$ cat src/rtl/depacketizer_mm2s_pkg.sv
// Shared definitions for the MM2S depacketizer and its stream helpers.
package adc_pkg;

  localparam int DATA_WIDTH_DEF = 32;
  localparam int ERR_CNT_W      = 16;

  typedef enum logic [1:0] {
    IDLE  = 2'd0,
    RUN   = 2'd1,
    DRAIN = 2'd2
  } depack_state_t;

endpackage

$ cat src/rtl/depacketizer_mm2s_if.sv
// AXI-Stream bundle used on both sides of the depacketizer.
interface depacketizer_mm2s_if #(
  parameter int DATA_WIDTH = adc_pkg::DATA_WIDTH_DEF
);
  logic [DATA_WIDTH-1:0] tdata;
  logic                  tvalid;
  logic                  tready;
  logic                  tlast;

  modport master (output tdata, output tvalid, output tlast, input tready);
  modport slave  (input tdata, input tvalid, input tlast, output tready);
endinterface

$ cat src/rtl/depacketizer_mm2s_skid.sv
// Two-entry registered AXI-Stream buffer. Ready and valid both come straight
// from the occupancy register, so neither side sees a combinational path
// from the other.
module axis_skid_buffer #(
  parameter int DATA_WIDTH = 32
) (
  input  logic                  aclk,
  input  logic                  areset,
  input  logic [DATA_WIDTH-1:0] s_tdata_i,
  input  logic                  s_tvalid_i,
  output logic                  s_tready_o,
  output logic [DATA_WIDTH-1:0] m_tdata_o,
  output logic                  m_tvalid_o,
  input  logic                  m_tready_i
);

  logic [DATA_WIDTH-1:0] head_q, head_d;
  logic [DATA_WIDTH-1:0] tail_q, tail_d;
  logic [1:0]            cnt_q, cnt_d;
  logic                  push;
  logic                  pop;

  assign s_tready_o = (cnt_q != 2'd2);
  assign m_tvalid_o = (cnt_q != 2'd0);
  assign m_tdata_o  = head_q;
  assign push       = s_tvalid_i && s_tready_o;
  assign pop        = m_tvalid_o && m_tready_i;

  // Occupancy and slot update: head is always the word on the output.
  always_comb begin
    head_d = head_q;
    tail_d = tail_q;
    cnt_d  = cnt_q;
    case ({push, pop})
      2'b10: begin
        if (cnt_q == 2'd0) head_d = s_tdata_i;
        else               tail_d = s_tdata_i;
        cnt_d = cnt_q + 2'd1;
      end
      2'b01: begin
        head_d = tail_q;
        cnt_d  = cnt_q - 2'd1;
      end
      2'b11: begin
        if (cnt_q == 2'd1) begin
          head_d = s_tdata_i;
        end else begin
          head_d = tail_q;
          tail_d = s_tdata_i;
        end
      end
      default: ;
    endcase
  end

  // Buffer registers; reset empties the buffer and drops any held data.
  always_ff @(posedge aclk) begin
    if (areset) begin
      head_q <= '0;
      tail_q <= '0;
      cnt_q  <= 2'd0;
    end else begin
      head_q <= head_d;
      tail_q <= tail_d;
      cnt_q  <= cnt_d;
    end
  end

endmodule

$ cat src/rtl/depacketizer_mm2s.sv
// MM2S depacketizer: checks each tlast-framed DMA packet against the length
// in config_reg and forwards its payload as a continuous stream.
// Optional build macro: DEPACKETIZER_ERR_CNT_EN enables the saturating
// framing-error counter; otherwise err_count is tied to zero.
//
// state | meaning
// IDLE  | waiting for the first word of a packet (halted while config_reg == 0)
// RUN   | forwarding words, counting towards the latched length
// DRAIN | length reached without tlast; discarding until tlast
module depacketizer_mm2s
  import adc_pkg::*;
#(
  parameter int DATA_WIDTH = DATA_WIDTH_DEF,
  parameter int ITER_WIDTH = 16
) (
  input  logic                  aclk,
  input  logic                  areset,
  depacketizer_mm2s_if.slave    s_axis_mm2s,
  depacketizer_mm2s_if.master   m_axis_data,
  input  logic [31:0]           config_reg,
  output logic [31:0]           packet_counter,
  output logic [ITER_WIDTH-1:0] iter_counter,
  output logic                  err_short,
  output logic                  err_long,
  output logic [ERR_CNT_W-1:0]  err_count
);

  depack_state_t         state_q, state_d;
  logic [31:0]           len_q, len_d;
  logic [31:0]           word_cnt_q, word_cnt_d;
  logic [31:0]           pkt_q, pkt_d;
  logic [ITER_WIDTH-1:0] iter_q, iter_d;
  logic                  err_short_q, err_short_d;
  logic                  err_long_q, err_long_d;

  logic                  skid_ready;
  logic                  s_tready;
  logic                  accept;
  logic                  fwd_valid;
  logic [31:0]           cur_idx;
  logic [31:0]           cur_len;
  logic [31:0]           last_idx;

  // The first word of a packet is judged against config_reg directly, later
  // words against the length latched when the packet started.
  assign cur_idx  = (state_q == IDLE) ? 32'd0 : word_cnt_q;
  assign cur_len  = (state_q == IDLE) ? config_reg : len_q;
  assign last_idx = cur_len - 32'd1;

  // Source ready: always open while draining, gated by buffer space otherwise.
  always_comb begin
    s_tready = 1'b0;
    case (state_q)
      DRAIN:   s_tready = 1'b1;
      RUN:     s_tready = skid_ready;
      default: s_tready = (config_reg != 32'd0) && skid_ready;
    endcase
  end

  assign s_axis_mm2s.tready = s_tready;
  assign accept             = s_axis_mm2s.tvalid && s_tready;
  assign fwd_valid          = accept && (state_q != DRAIN);

  axis_skid_buffer #(
    .DATA_WIDTH (DATA_WIDTH)
  ) u_skid (
    .aclk       (aclk),
    .areset     (areset),
    .s_tdata_i  (s_axis_mm2s.tdata),
    .s_tvalid_i (fwd_valid),
    .s_tready_o (skid_ready),
    .m_tdata_o  (m_axis_data.tdata),
    .m_tvalid_o (m_axis_data.tvalid),
    .m_tready_i (m_axis_data.tready)
  );

  // The output is an unframed stream.
  assign m_axis_data.tlast = 1'b0;

  // Next-state, length latch, packet/iteration counters and sticky flags.
  always_comb begin
    state_d     = state_q;
    len_d       = len_q;
    word_cnt_d  = word_cnt_q;
    pkt_d       = pkt_q;
    iter_d      = iter_q;
    err_short_d = err_short_q;
    err_long_d  = err_long_q;
    if (accept) begin
      case (state_q)
        DRAIN: begin
          if (s_axis_mm2s.tlast) begin
            iter_d  = iter_q + 1'b1;
            state_d = IDLE;
          end
        end
        default: begin
          if (state_q == IDLE) begin
            len_d = config_reg;
            pkt_d = pkt_q + 32'd1;
          end
          if (s_axis_mm2s.tlast) begin
            iter_d     = iter_q + 1'b1;
            word_cnt_d = 32'd0;
            state_d    = IDLE;
            if (cur_idx != last_idx) err_short_d = 1'b1;
          end else if (cur_idx == last_idx) begin
            err_long_d = 1'b1;
            word_cnt_d = 32'd0;
            state_d    = DRAIN;
          end else begin
            word_cnt_d = cur_idx + 32'd1;
            state_d    = RUN;
          end
        end
      endcase
    end
  end

  // Control and counter registers.
  always_ff @(posedge aclk) begin
    if (areset) begin
      state_q     <= IDLE;
      len_q       <= 32'd0;
      word_cnt_q  <= 32'd0;
      pkt_q       <= 32'd0;
      iter_q      <= '0;
      err_short_q <= 1'b0;
      err_long_q  <= 1'b0;
    end else begin
      state_q     <= state_d;
      len_q       <= len_d;
      word_cnt_q  <= word_cnt_d;
      pkt_q       <= pkt_d;
      iter_q      <= iter_d;
      err_short_q <= err_short_d;
      err_long_q  <= err_long_d;
    end
  end

  assign packet_counter = pkt_q;
  assign iter_counter   = iter_q;
  assign err_short      = err_short_q;
  assign err_long       = err_long_q;

`ifdef DEPACKETIZER_ERR_CNT_EN
  logic                 err_event;
  logic [ERR_CNT_W-1:0] err_cnt_q, err_cnt_d;

  assign err_event = accept && (state_q != DRAIN) &&
                     (s_axis_mm2s.tlast ? (cur_idx != last_idx) : (cur_idx == last_idx));

  // Saturating count of short and long framing events.
  always_comb begin
    err_cnt_d = err_cnt_q;
    if (err_event && (err_cnt_q != {ERR_CNT_W{1'b1}})) err_cnt_d = err_cnt_q + 1'b1;
  end

  // Error counter register.
  always_ff @(posedge aclk) begin
    if (areset) err_cnt_q <= '0;
    else        err_cnt_q <= err_cnt_d;
  end

  assign err_count = err_cnt_q;
`else
  assign err_count = '0;
`endif

endmodule

$ cat src/flat_wrapper.sv
// flat-port wrapper written by rule: the top's interface ports become plain ports
module depacketizer_mm2s_flat import adc_pkg::*;
#(
  parameter int DATA_WIDTH = DATA_WIDTH_DEF,
  parameter int ITER_WIDTH = 16
)
  (aclk, areset, config_reg, packet_counter, iter_counter, err_short, err_long, err_count, s_axis_mm2s_tdata, s_axis_mm2s_tvalid, s_axis_mm2s_tlast, s_axis_mm2s_tready, m_axis_data_tdata, m_axis_data_tvalid, m_axis_data_tlast, m_axis_data_tready);
  depacketizer_mm2s_if #(.DATA_WIDTH(DATA_WIDTH)) s_axis_mm2s_i ();
  depacketizer_mm2s_if #(.DATA_WIDTH(DATA_WIDTH)) m_axis_data_i ();
  input  logic aclk;
  input  logic areset;
  input  logic [31:0] config_reg;
  output logic [31:0] packet_counter;
  output logic [ITER_WIDTH-1:0] iter_counter;
  output logic err_short;
  output logic err_long;
  output logic [ERR_CNT_W-1:0] err_count;
  input wire logic [$bits(s_axis_mm2s_i.tdata)-1:0] s_axis_mm2s_tdata;
  input wire logic [$bits(s_axis_mm2s_i.tvalid)-1:0] s_axis_mm2s_tvalid;
  input wire logic [$bits(s_axis_mm2s_i.tlast)-1:0] s_axis_mm2s_tlast;
  output wire logic [$bits(s_axis_mm2s_i.tready)-1:0] s_axis_mm2s_tready;
  output wire logic [$bits(m_axis_data_i.tdata)-1:0] m_axis_data_tdata;
  output wire logic [$bits(m_axis_data_i.tvalid)-1:0] m_axis_data_tvalid;
  output wire logic [$bits(m_axis_data_i.tlast)-1:0] m_axis_data_tlast;
  input wire logic [$bits(m_axis_data_i.tready)-1:0] m_axis_data_tready;
  assign s_axis_mm2s_i.tdata = s_axis_mm2s_tdata;
  assign s_axis_mm2s_i.tvalid = s_axis_mm2s_tvalid;
  assign s_axis_mm2s_i.tlast = s_axis_mm2s_tlast;
  assign s_axis_mm2s_tready = s_axis_mm2s_i.tready;
  assign m_axis_data_tdata = m_axis_data_i.tdata;
  assign m_axis_data_tvalid = m_axis_data_i.tvalid;
  assign m_axis_data_tlast = m_axis_data_i.tlast;
  assign m_axis_data_i.tready = m_axis_data_tready;
  depacketizer_mm2s #(.DATA_WIDTH(DATA_WIDTH), .ITER_WIDTH(ITER_WIDTH)) u_core (.aclk(aclk), .areset(areset), .s_axis_mm2s(s_axis_mm2s_i), .m_axis_data(m_axis_data_i), .config_reg(config_reg), .packet_counter(packet_counter), .iter_counter(iter_counter), .err_short(err_short), .err_long(err_long), .err_count(err_count));
endmodule
$ cat config.mk
export PLATFORM = sky130hd
export DESIGN_NAME = depacketizer_mm2s_flat
export DESIGN_NICKNAME = d
export VERILOG_FILES = /design/src/rtl/depacketizer_mm2s_pkg.sv /design/src/rtl/depacketizer_mm2s_if.sv /design/src/rtl/depacketizer_mm2s_skid.sv /design/src/rtl/depacketizer_mm2s.sv /design/src/flat_wrapper.sv
export SDC_FILE = /design/constraint.sdc
export NUM_CORES = 1
export LEC_CHECK = 0
export ABC_AREA = 1
export BUFFER_PORTS_ARGS = -buffer_cell sky130_fd_sc_hd__buf_2
export CORE_MARGIN = 2
export CORE_UTILIZATION = 59
export CTS_BUF_LIST = sky130_fd_sc_hd__clkbuf_8 sky130_fd_sc_hd__clkbuf_16
export CTS_CLUSTER_DIAMETER = 40
export DETAILED_ROUTE_END_ITERATION = 6
export HOLD_SLACK_MARGIN = 0.12
export PLACE_DENSITY_LB_ADDON = 0.3
export SLEW_MARGIN = 10
export SYNTH_ARGS = -nofsm -noshare
export SYNTH_HDL_FRONTEND = slang
export SYNTH_HIERARCHICAL = 1
export SYNTH_SLANG_ARGS = --single-unit
$ cat constraint.sdc
create_clock -name aclk -period 3.9 [get_ports aclk]
set_input_delay 0.195 -clock aclk [delete_from_list [all_inputs] [get_ports aclk]]
set_output_delay 0.195 -clock aclk [all_outputs]
set_load 0.05 [all_outputs]
After elaboration in Yosys (flattened, before gate mapping)
Index checks and enable logic that the tools add are counted.
{ "op_classes": {"reduce_logical": 20, "n_eq_ne": 14, "muxes": 16, "bitwise_logic": 2, "n_addsub": 6} }
{ "op_table": {"columns": ["cell", "n"], "rows": [
  ["$mux W32", 8],
  ["$pmux W32 S3", 1],
  ["$add A32 B1 Y32 const B", 2],
  ["$pmux W32 S2", 1],
  ["$eq A32 B32 Y1", 1],
  ["$ne A32 B32 Y1", 1],
  ["$reduce_bool A32 Y1", 1],
  ["$sub A32 B1 Y32 const B", 1],
  ["$add A16 B1 Y16 const B", 1],
  ["$ne A2 B2 Y1 const B", 6],
  ["$mux W2", 4],
  ["$reduce_and A2 Y1", 4],
  ["$reduce_and A4 Y1", 2],
  ["$eq A2 B1 Y1 const B", 3],
  ["$eq A2 B2 Y1 const B", 3],
  ["$reduce_and A3 Y1", 2],
  ["$reduce_bool A2 Y1", 3],
  ["$logic_and A1 B1 Y1", 5],
  ["$logic_not A2 Y1", 2],
  ["$pmux W2 S2", 1],
  ["$reduce_bool A3 Y1", 1],
  ["$add A2 B1 Y2 const B", 1],
  ["$not A1 Y1", 2],
  ["$pmux W1 S2", 1],
  ["$sub A2 B1 Y2 const B", 1]
]} }
{ "totals": {"elab_cells": 68, "input_bits": 69, "out_inout_bits": 101, "regBits": 182} }

Depth between registers and ports, before layout
Gate-level depths: netlist of run 1.
{ "depth": {"depth_word": 9, "depth_mapped": 22, "depth_no_buf": 21} }

Cells and area by module
The synthesis of run 1 kept the hierarchy.
{ "by_module_without_submodules": {"columns": ["mod", "n_inst", "cells_each", "area_each_um2"], "rows": [
  ["depacketizer_mm2s", 1, 1518, 8896.0],
  ["axis_skid_buffer", 1, 652, 3801.1]
]} }

Least setup slack after synthesis of run 1
OpenSTA, ideal clock, no wires.
{ "synth_path": {"path_type": "reg-to-reg", "startpoint": "reg u_core.u_skid.cnt_q[0]", "endpoint": "reg u_core.u_skid.tail_q[15]", "path_buffers": 2, "setup_ps": 115, "setup_slack_ps": -33, "synth_period_minus_slack_ps": 3933, "path_stages_with_launch": 18, "arrival_time_ps": 3818, "path_cell_list": "dfxtp_1 > inv_1 > ha_1 > inv_1 > a21oi_1 > o21ai_0 > nand3_1 > clkinv_1 > clkbuf_1 > nand2_1 > inv_1 > ha_1 > inv_1 > o21ai_2 > buf_2 > nand3_1 > nand2_1 > nor2_1"} }
{ "synth_via": {"elab_chain_len": 9} }
{ "synth_lines": {"columns": ["item", "line", "text"], "rows": [
  ["from (decl)", "depacketizer_mm2s_skid.sv:19", "logic [1:0] cnt_q, cnt_d;"],
  ["from (signal assigned)", "depacketizer_mm2s_skid.sv:65", "cnt_q <= cnt_d;"],
  ["$ne A2 B2 Y1 (*)", "depacketizer_mm2s_skid.sv:23", "assign s_tready_o = (cnt_q != 2'd2);"],
  ["named net u_core.skid_ready", "depacketizer_mm2s.sv:36", "logic skid_ready;"],
  ["$logic_and A1 B1 Y1", "depacketizer_mm2s.sv:56", "default: s_tready = (config_reg != 32'd0) && skid_ready;"],
  ["$pmux W1 S2 (*)", "depacketizer_mm2s.sv:53", "case (state_q)"],
  ["named net s_axis_mm2s_tready", "flat_wrapper.sv:21", "output wire logic [$bits(s_axis_mm2s_i.tready)-1:0] s_axis_mm2s_tready;"],
  ["$logic_and A1 B1 Y1 (*)", "depacketizer_mm2s.sv:61", "assign accept = s_axis_mm2s.tvalid && s_tready;"],
  ["$logic_and A1 B1 Y1 (*)", "depacketizer_mm2s.sv:62", "assign fwd_valid = accept && (state_q != DRAIN);"],
  ["named net u_core.fwd_valid", "depacketizer_mm2s.sv:39", "logic fwd_valid;"],
  ["$logic_and A1 B1 Y1 (*)", "depacketizer_mm2s_skid.sv:26", "assign push = s_tvalid_i && s_tready_o;"],
  ["$eq A2 B2 Y1", "depacketizer_mm2s_skid.sv:34", "case ({push, pop})"],
  ["$ne A2 B2 Y1 (no line) / $reduce_bool A2 Y1 (equally long branches)", null, null],
  ["$reduce_and A3 Y1 (no line)", null, null],
  ["to (signal assigned)", "depacketizer_mm2s_skid.sv:64", "tail_q <= tail_d;"],
  ["to (decl)", "depacketizer_mm2s_skid.sv:18", "logic [DATA_WIDTH-1:0] tail_q, tail_d;"]
]} }
Mark *: on every way through the listed nets, which the timed path passes. The rest lies on a longest branch.
A chain may end at the register's enable or synchronous reset.

Worst setup path in the final report of run 1
{ "layout_path": {"startpoint": "reg u_core.state_q[0]", "endpoint": "reg u_core.word_cnt_q[0]"} }
{ "layout_via": {"elab_chain_len": 6} }
{ "layout_lines": {"columns": ["item", "line", "text"], "rows": [
  ["from (decl)", "depacketizer_mm2s.sv:28", "depack_state_t state_q, state_d;"],
  ["from (signal assigned)", "depacketizer_mm2s.sv:131", "state_q <= state_d;"],
  ["$logic_not A2 Y1", "depacketizer_mm2s.sv:46, depacketizer_mm2s.sv:47", null],
  ["$mux W32", null, null],
  ["$sub A32 B1 Y32", "depacketizer_mm2s.sv:48", "assign last_idx = cur_len - 32'd1;"],
  ["$eq A32 B32 Y1", "depacketizer_mm2s.sv:107", "end else if (cur_idx == last_idx) begin"],
  ["$mux W32", "depacketizer_mm2s.sv:107", null],
  ["$mux W32", "depacketizer_mm2s.sv:102", "if (s_axis_mm2s.tlast) begin"],
  ["to (signal assigned)", "depacketizer_mm2s.sv:133", "word_cnt_q <= word_cnt_d;"],
  ["to (decl)", "depacketizer_mm2s.sv:30", "logic [31:0] word_cnt_q, word_cnt_d;"]
]} }
Several ways; a longest one is shown, not always the timed one.

==> results.toml, run 1 <==
[power]
peakVddDrop_mv = 0.4068
power.leakage_nw = 6.975
power.density_mw_per_mm2 = 518.5

[synthesis]
ys_ff_latch = 182
ys_types = 38
syn_inst = 2170
synth_warnings = 6
synth.avg_cell_area_um2 = 5.851
syn_area_mm2 = 0.01270
ys_seq_area_share_pct = 28.70

[critical_path]
critPathKind = "reg2reg"
arrival_ps = 3750
endpoint_kind = "flop"
cp.required_ps = 4180
startpoint_type = "flop"
path_max_fanout = 34

[sta]
slew_viol_final = 0
worstMarginPinSlew_ps = 1135
fin_skew_ps = 18.91
fin_tns_setup_ps = 0
fmax_mhz = 288.5
hold_ws_ps = 177.9
rsz0062_at_grt = "false"
period_share_pct = 88.87
setup_viol = 0
hold_viol = 0
max_slew_margin_pct = 24.20
period_needed_ps = 3466
setup_ws_ps = 434.1

[cts]
cts_buffers = 17
cts_setup_buffers = 0
cts_tree = "done"
clk_latency_ps = 450
clk_path_buf_depth = 2
postCtsHoldBufs = 32
clkTransAtPathRegs_ps = 80
cts-root-buf = "clkbuf_16"
cts.sinks = 182
cts-resized-gates = 0
htree_levels = 4

[placed_design]
place_ws_ps = 450.0
dp.cells = 2528
port_buffers = 152
dpl_cell_area_mm2 = 0.01345
hpwl_mm = 25.65
gp_congestion = 0.9902

[flow_run]
cap_viol_max_count = 0

[routing]
first_pass_iters = 6
wl_per_cell_um = 14.03
viasPerCell = 5.255
routed_wl_mm = 36.37
vias = 13627
postRouteAntennaNets = 0
drt_iter0_drc = 947
drc_errors = 0

[floorplan]
ios = 170
design.core.area_mm2 = 0.02109
fp.dieH_um = 150.7
die-area_mm2 = 0.02271
die_w_um = 150.7
start_util_pct = 60.21
rows = 53

[layout]
final_common_cell = "nand2_1"
nets = 2387
final_cell_mix = "681 x nand2_1, 359 x inv_1, 213 x nor2_1, 185 x nand3_1, 182 x dfxtp_1"
drive_gt1_share_pct = 11.57
instances_no_fill = 2593
areaGrowthSynthToFinish_pct = 13.29
design_area_mm2 = 0.01439

[grt]
grt_pass1_wl_mm = 59.49
grt-ovfl-total = 0
grtUsageTotal_pct = 32.44
grt_pass1_vias = 12413
antenna_found_initial = 1
grt_max_degree = 76

[min_path]
hold_path_class = "in2reg"

[status]
outcome = "complete, no violations"
worst paths after layout:
path	start	endpoint	slack, ps	depth (start not counted)
worst min register to register	u_core/len_q[24]$_SDFFE_PP0P_	u_core/len_q[24]$_SDFFE_PP0P_	450	2
worst max-delay path	u_core/state_q[0]$_SDFFE_PP0P_	u_core/word_cnt_q[0]$_SDFFE_PP0P_	430	17
worst min-delay path	config_reg[12]	u_core/len_q[12]$_SDFFE_PP0P_	180	5
worst max register to register	u_core/state_q[0]$_SDFFE_PP0P_	u_core/word_cnt_q[0]$_SDFFE_PP0P_	430	17
logic make-up after synthesis:
kind of cell | count (synthesis) | synth area share, %
fa+ha+maj | 14 | 1.380
compound gates | 221 | 8.948
other cells | 1 | 0.02953
xor+xnor | 66 | 4.553
buf+inv | 474 | 15.65
flops | 182 | 28.70
simple gates | 1212 | 40.75
routing by layer:
layer / wire [um] / up-vias / track usage [%]
met5: 0 / - / 0
met4: 1298 / 0 / 13.22
met3: 2564 / 73 / 5.727
met2: 16770 / 455 / 53.07
met1: 15740 / 6194 / 42.35
li1: - / 6905 / -
synth_stat cells:
cell,count,area (um2)
nand2_1,682,2560
inv_1,359,1348
nor2_1,215,807.0
nand3_1,186,930.9
dfxtp_1,182,3643
a21oi_1,144,720.7
o21ai_0,61,305.3
xor2_1,46,402.9
clkbuf_1,32,120.1
buf_4,27,202.7
nor3_1,27,135.1
nand4_1,24,150.1
buf_2,22,110.1
xnor2_1,20,175.2
nor2_2,18,112.6
nor4_1,18,112.6
ha_1,14,175.2
nand2_2,14,87.58
buf_1,13,48.80
buf_6,9,101.4
nand3_2,9,90.09
inv_2,7,26.28
o21a_1,5,37.54
o21ai_1,5,25.02
clkinv_1,4,15.01
nor2_4,4,45.04
nor3b_1,4,30.03
o21bai_1,4,30.03
nor3_2,3,30.03
and3_1,2,12.51
nand3b_1,2,15.01
o21ai_2,2,17.52
and2_1,1,6.260
buf_8,1,15.01
conb_1,1,3.750
nand3_4,1,17.52
nand4_2,1,12.51
nor3b_4,1,18.77
stage by stage:
step	total power [W]	utilization, %
floorplan	0.004982	-
global placement	0.005589	63.80
detailed placement	0.005652	63.80
CTS	0.007449	68.18
global route	0.007977	68.20
finish	0.007459	68.22
layout make-up:
cell class	instances	area [um2]
Tap cell	275	344.1
Clock buffer	17	425.4
Antenna cell	1	2.502
Fill cell	1934	6703
Multi-Input combinational cell	1530	7154
Timing Repair Buffer	203	1249
Clock inverter	15	177.7
Inverter	370	1389
Sequential cell	182	3643
where the power goes:
| group | switching [W] | leakage, nW | internal (W) |
|---|---|---|---|
| clock | 0.000896 | 0.295 | 0.000868 |
| combinational | 0.00235 | 5.19 | 0.000911 |
| sequential | 0.000192 | 1.49 | 0.00224 |
| total | 0.00344 | 6.97 | 0.00402 |
sequential cells by signal, summed over array words and instances, names as in the netlist:
register and count:
u_core/u_skid/cnt_q 2, u_core/iter_counter 16, u_core/packet_counter 32, u_core/len_q 32, u_core/word_cnt_q 32, u_core/err_short 1
u_core/u_skid/m_tdata_o 32, u_core/state_q 2, u_core/u_skid/tail_q 32, u_core/err_long 1
worst max-delay path, cell delays in order, from the launching register on:
cell	delay [ps]
dfxtp_1	350
inv_1	80
ha_2	220
inv_2	160
buf_4	290
nand2_1	80
nand2_1	130
nand2_1	120
nor2_1	300
nand2_1	130
clkinv_1	100
nand3_1	90
xor2_1	240
nand2_1	90
nor2_1	180
nand3_4	420
nand3_1	220
a21oi_1	90
No activity file was read; power rests on OpenSTA's default activity.
==> inputs of run 2 (changes only) <==
--- a/config.mk
+++ b/config.mk
@@ -7,10 +7,13 @@
 export LEC_CHECK = 0
 export ABC_AREA = 1
 export BUFFER_PORTS_ARGS = -buffer_cell sky130_fd_sc_hd__buf_2
+export CELL_PAD_IN_SITES_DETAIL_PLACEMENT = 1
+export CELL_PAD_IN_SITES_GLOBAL_PLACEMENT = 1
 export CORE_MARGIN = 2
-export CORE_UTILIZATION = 59
+export CORE_UTILIZATION = 40
 export CTS_BUF_LIST = sky130_fd_sc_hd__clkbuf_8 sky130_fd_sc_hd__clkbuf_16
 export CTS_CLUSTER_DIAMETER = 40
+export CTS_CLUSTER_SIZE = 30
 export DETAILED_ROUTE_END_ITERATION = 6
 export HOLD_SLACK_MARGIN = 0.12
 export PLACE_DENSITY_LB_ADDON = 0.3
==> constraint.sdc (replaced) <==
create_clock -name aclk -period 3.9 [get_ports aclk]
set_input_delay 0.585 -clock aclk [delete_from_list [all_inputs] [get_ports aclk]]
set_output_delay 0.585 -clock aclk [all_outputs]
set_load 0.05 [all_outputs]
==> results.toml, run 2 (synthesis results as in run 1) <==
[routing]
routed_wl_mm = 42.14
wl_per_cell_um = 15.67
vias = 13739
viasPerCell = 5.109
drt_iter0_drc = 809
postRouteAntennaNets = 0
first_pass_iters = 5
drc_errors = 0

[grt]
grt_max_degree = 65
grt-ovfl-total = 0
globalRouteMet3Util_pct = 4.530
antenna_found_initial = 1
grtUsageTotal_pct = 25.65
grt.busiest_layer = "met2"
grt_pass1_vias = 14060
grt_pass1_wl_mm = 69.64
met1_usage_pct = 32.33
met2_usage_pct = 44.37

[sta]
fin_skew_ps = 12.78
hold_viol = 0
fin_tns_setup_ps = 0
setup_viol = 0
worstMarginPinSlew_ps = 1122
max_slew_margin_pct = 25.20
period_needed_ps = 3576
rsz0062_at_grt = "false"
fmax_mhz = 279.7
slew_viol_final = 0
period_share_pct = 91.68

[critical_path]
critPathMaxStageDelay_ps = 410
startpoint = "u_core/state_q[0]$_SDFFE_PP0P_"
path_max_fanout = 34
critPathSlowestCell = "nand3_4"
endpoint_kind = "flop"
cp_top_family = "simple AND/OR/NAND/NOR gates"
arrival_ps = 3910
cp_common_cell = "nand2_1"
worst-path-buf-inv = 3
crit_chain = "inv_1 > ha_2 > inv_2 > buf_4 > nand2_1 > nand2_1 > nand3_2 > nor2_2 > nand2_1 > nand3_1 > nand2_1 > nor2_1 > nand2_1 > nor2_2 > nand3_4 > nand3_1 > a21oi_1"
cp.required_ps = 4230
startpoint_type = "flop"
crit-reg2reg-launch = "u_core/state_q[0]$_SDFFE_PP0P_"
critPathKind = "reg2reg"

[power]
power.density_mw_per_mm2 = 530.3
pwr-share-seq_pct = 32.3
switching_share_pct = 45.86
power.leakage_nw = 6.831
p_clk_share_pct = 23.7
p_int_w = 0.004081
power_w = 0.007538
peakVddDrop_mv = 0.3424
pwr-share-comb_pct = 44.0
p_sw_w = 0.003457

[placed_design]
gp_congestion = 0.9437
port_buffers = 152
hpwl_mm = 31.02

[cts]
postCtsHoldBufs = 0
cts_setup_buffers = 0
clkTransAtPathRegs_ps = 80
cts-resized-gates = 0
clk_path_buf_depth = 2
cts_buffers = 17
cts.sinks = 182
cts-root-buf = "clkbuf_16"
htree_levels = 4
clk_latency_ps = 450
cts_tree = "done"

[floorplan]
design.core.area_mm2 = 0.03139
rows = 65
fp.dieH_um = 182.2
start_util_pct = 40.45
die_w_um = 182.2
ios = 170
die-area_mm2 = 0.03318

[status]
outcome = "complete, no violations"

[layout]
drive_gt1_share_pct = 11.72
final_cell_mix = "681 x nand2_1, 360 x inv_1, 213 x nor2_1, 185 x nand3_1, 182 x dfxtp_1"
final_common_cell = "nand2_1"
nets = 2357
areaGrowthSynthToFinish_pct = 11.95

[flow_run]
cap_viol_max_count = 0

[min_path]
hp-start = "s_axis_mm2s_tdata[31]"
hold_path_class = "in2reg"
[run 2: cell count changes in the layout (fill, tap and decap cells not counted), moves of 2 or more]
cell / before / now
bufinv_16: 0 / 2
buf_4: 17 / 19
clkinvlp_4: 0 / 4
clkinv_8: 5 / 0
inv_8: 5 / 1
inv_6: 1 / 3
dlygate4sd3_1: 32 / 0
[run 2: routing by layer]
layer / wire, um / share of wire (%) / vias up
met5: 0 / 0 / -
met4: 937 / 2.2 / 0
met3: 1999 / 4.7 / 57
met2: 19880 / 47 / 270
met1: 19330 / 46 / 6574
li1: - / - / 6838
[run 2: worst register-to-register path, delay by kind of cell, from the launching register on]
kind	cells	cell delay, ps
AOI/OAI and AO/OA	1	80
adders and majority gates	1	280
and+or+nand+nor	12	2240
buffers and inverters	3	500
DFF	1	360
[run 2: final cells by class]
| class | count | area (um2) |
|---|---|---|
| fillers | 4458 | 17180 |
| multi-input cells | 1530 | 7154 |
| flip-flops and latches | 182 | 3643 |
| inverters | 370 | 1389 |
| repair buffers | 173 | 943.4 |
| well taps | 402 | 503.0 |
| clock buffers | 17 | 425.4 |
| clock inverters | 14 | 153.9 |
| diodes | 1 | 2.502 |
[run 2: power groups by stage]
stage	Clock [W]	Combinational (W)	Sequential (W)
3_3_place_gp	0	0.00322	0.00246
2_1_floorplan	0	0.00197	0.00301
6_report	0.00179	0.00332	0.00243
3_5_place_dp	0	0.00332	0.00248
5_1_grt	0.00191	0.00372	0.00248
4_1_cts	0.00184	0.00334	0.00244
[run 2: final timing paths]
check	to	slack [ps]	cells past startpoint
worst max-delay path	u_core/word_cnt_q[10]$_SDFFE_PP0P_	320	17
worst min-delay path	u_core/u_skid/m_tdata_o[31]$_SDFFE_PP0P_	450	5
worst max register to register	u_core/word_cnt_q[10]$_SDFFE_PP0P_	320	17
worst min register to register	u_core/len_q[24]$_SDFFE_PP0P_	450	2
[run 2: metrics by stage]
step           hold WS (ps)  utilization [%]  instance area (um2)  std cells  worst slack [ps]
4_1_cts               435.1            45.26                14210       2688             344.0
3_5_place_dp          443.2            43.41                13630       2657             353.7
3_3_place_gp          438.6            43.41                13630       2657             411.2
6_report              448.5            45.28                14210       2689             324.3
5_1_grt               457.9            45.27                14210       2688             25.37
2_1_floorplan         424.6                -                12760       2186             456.5
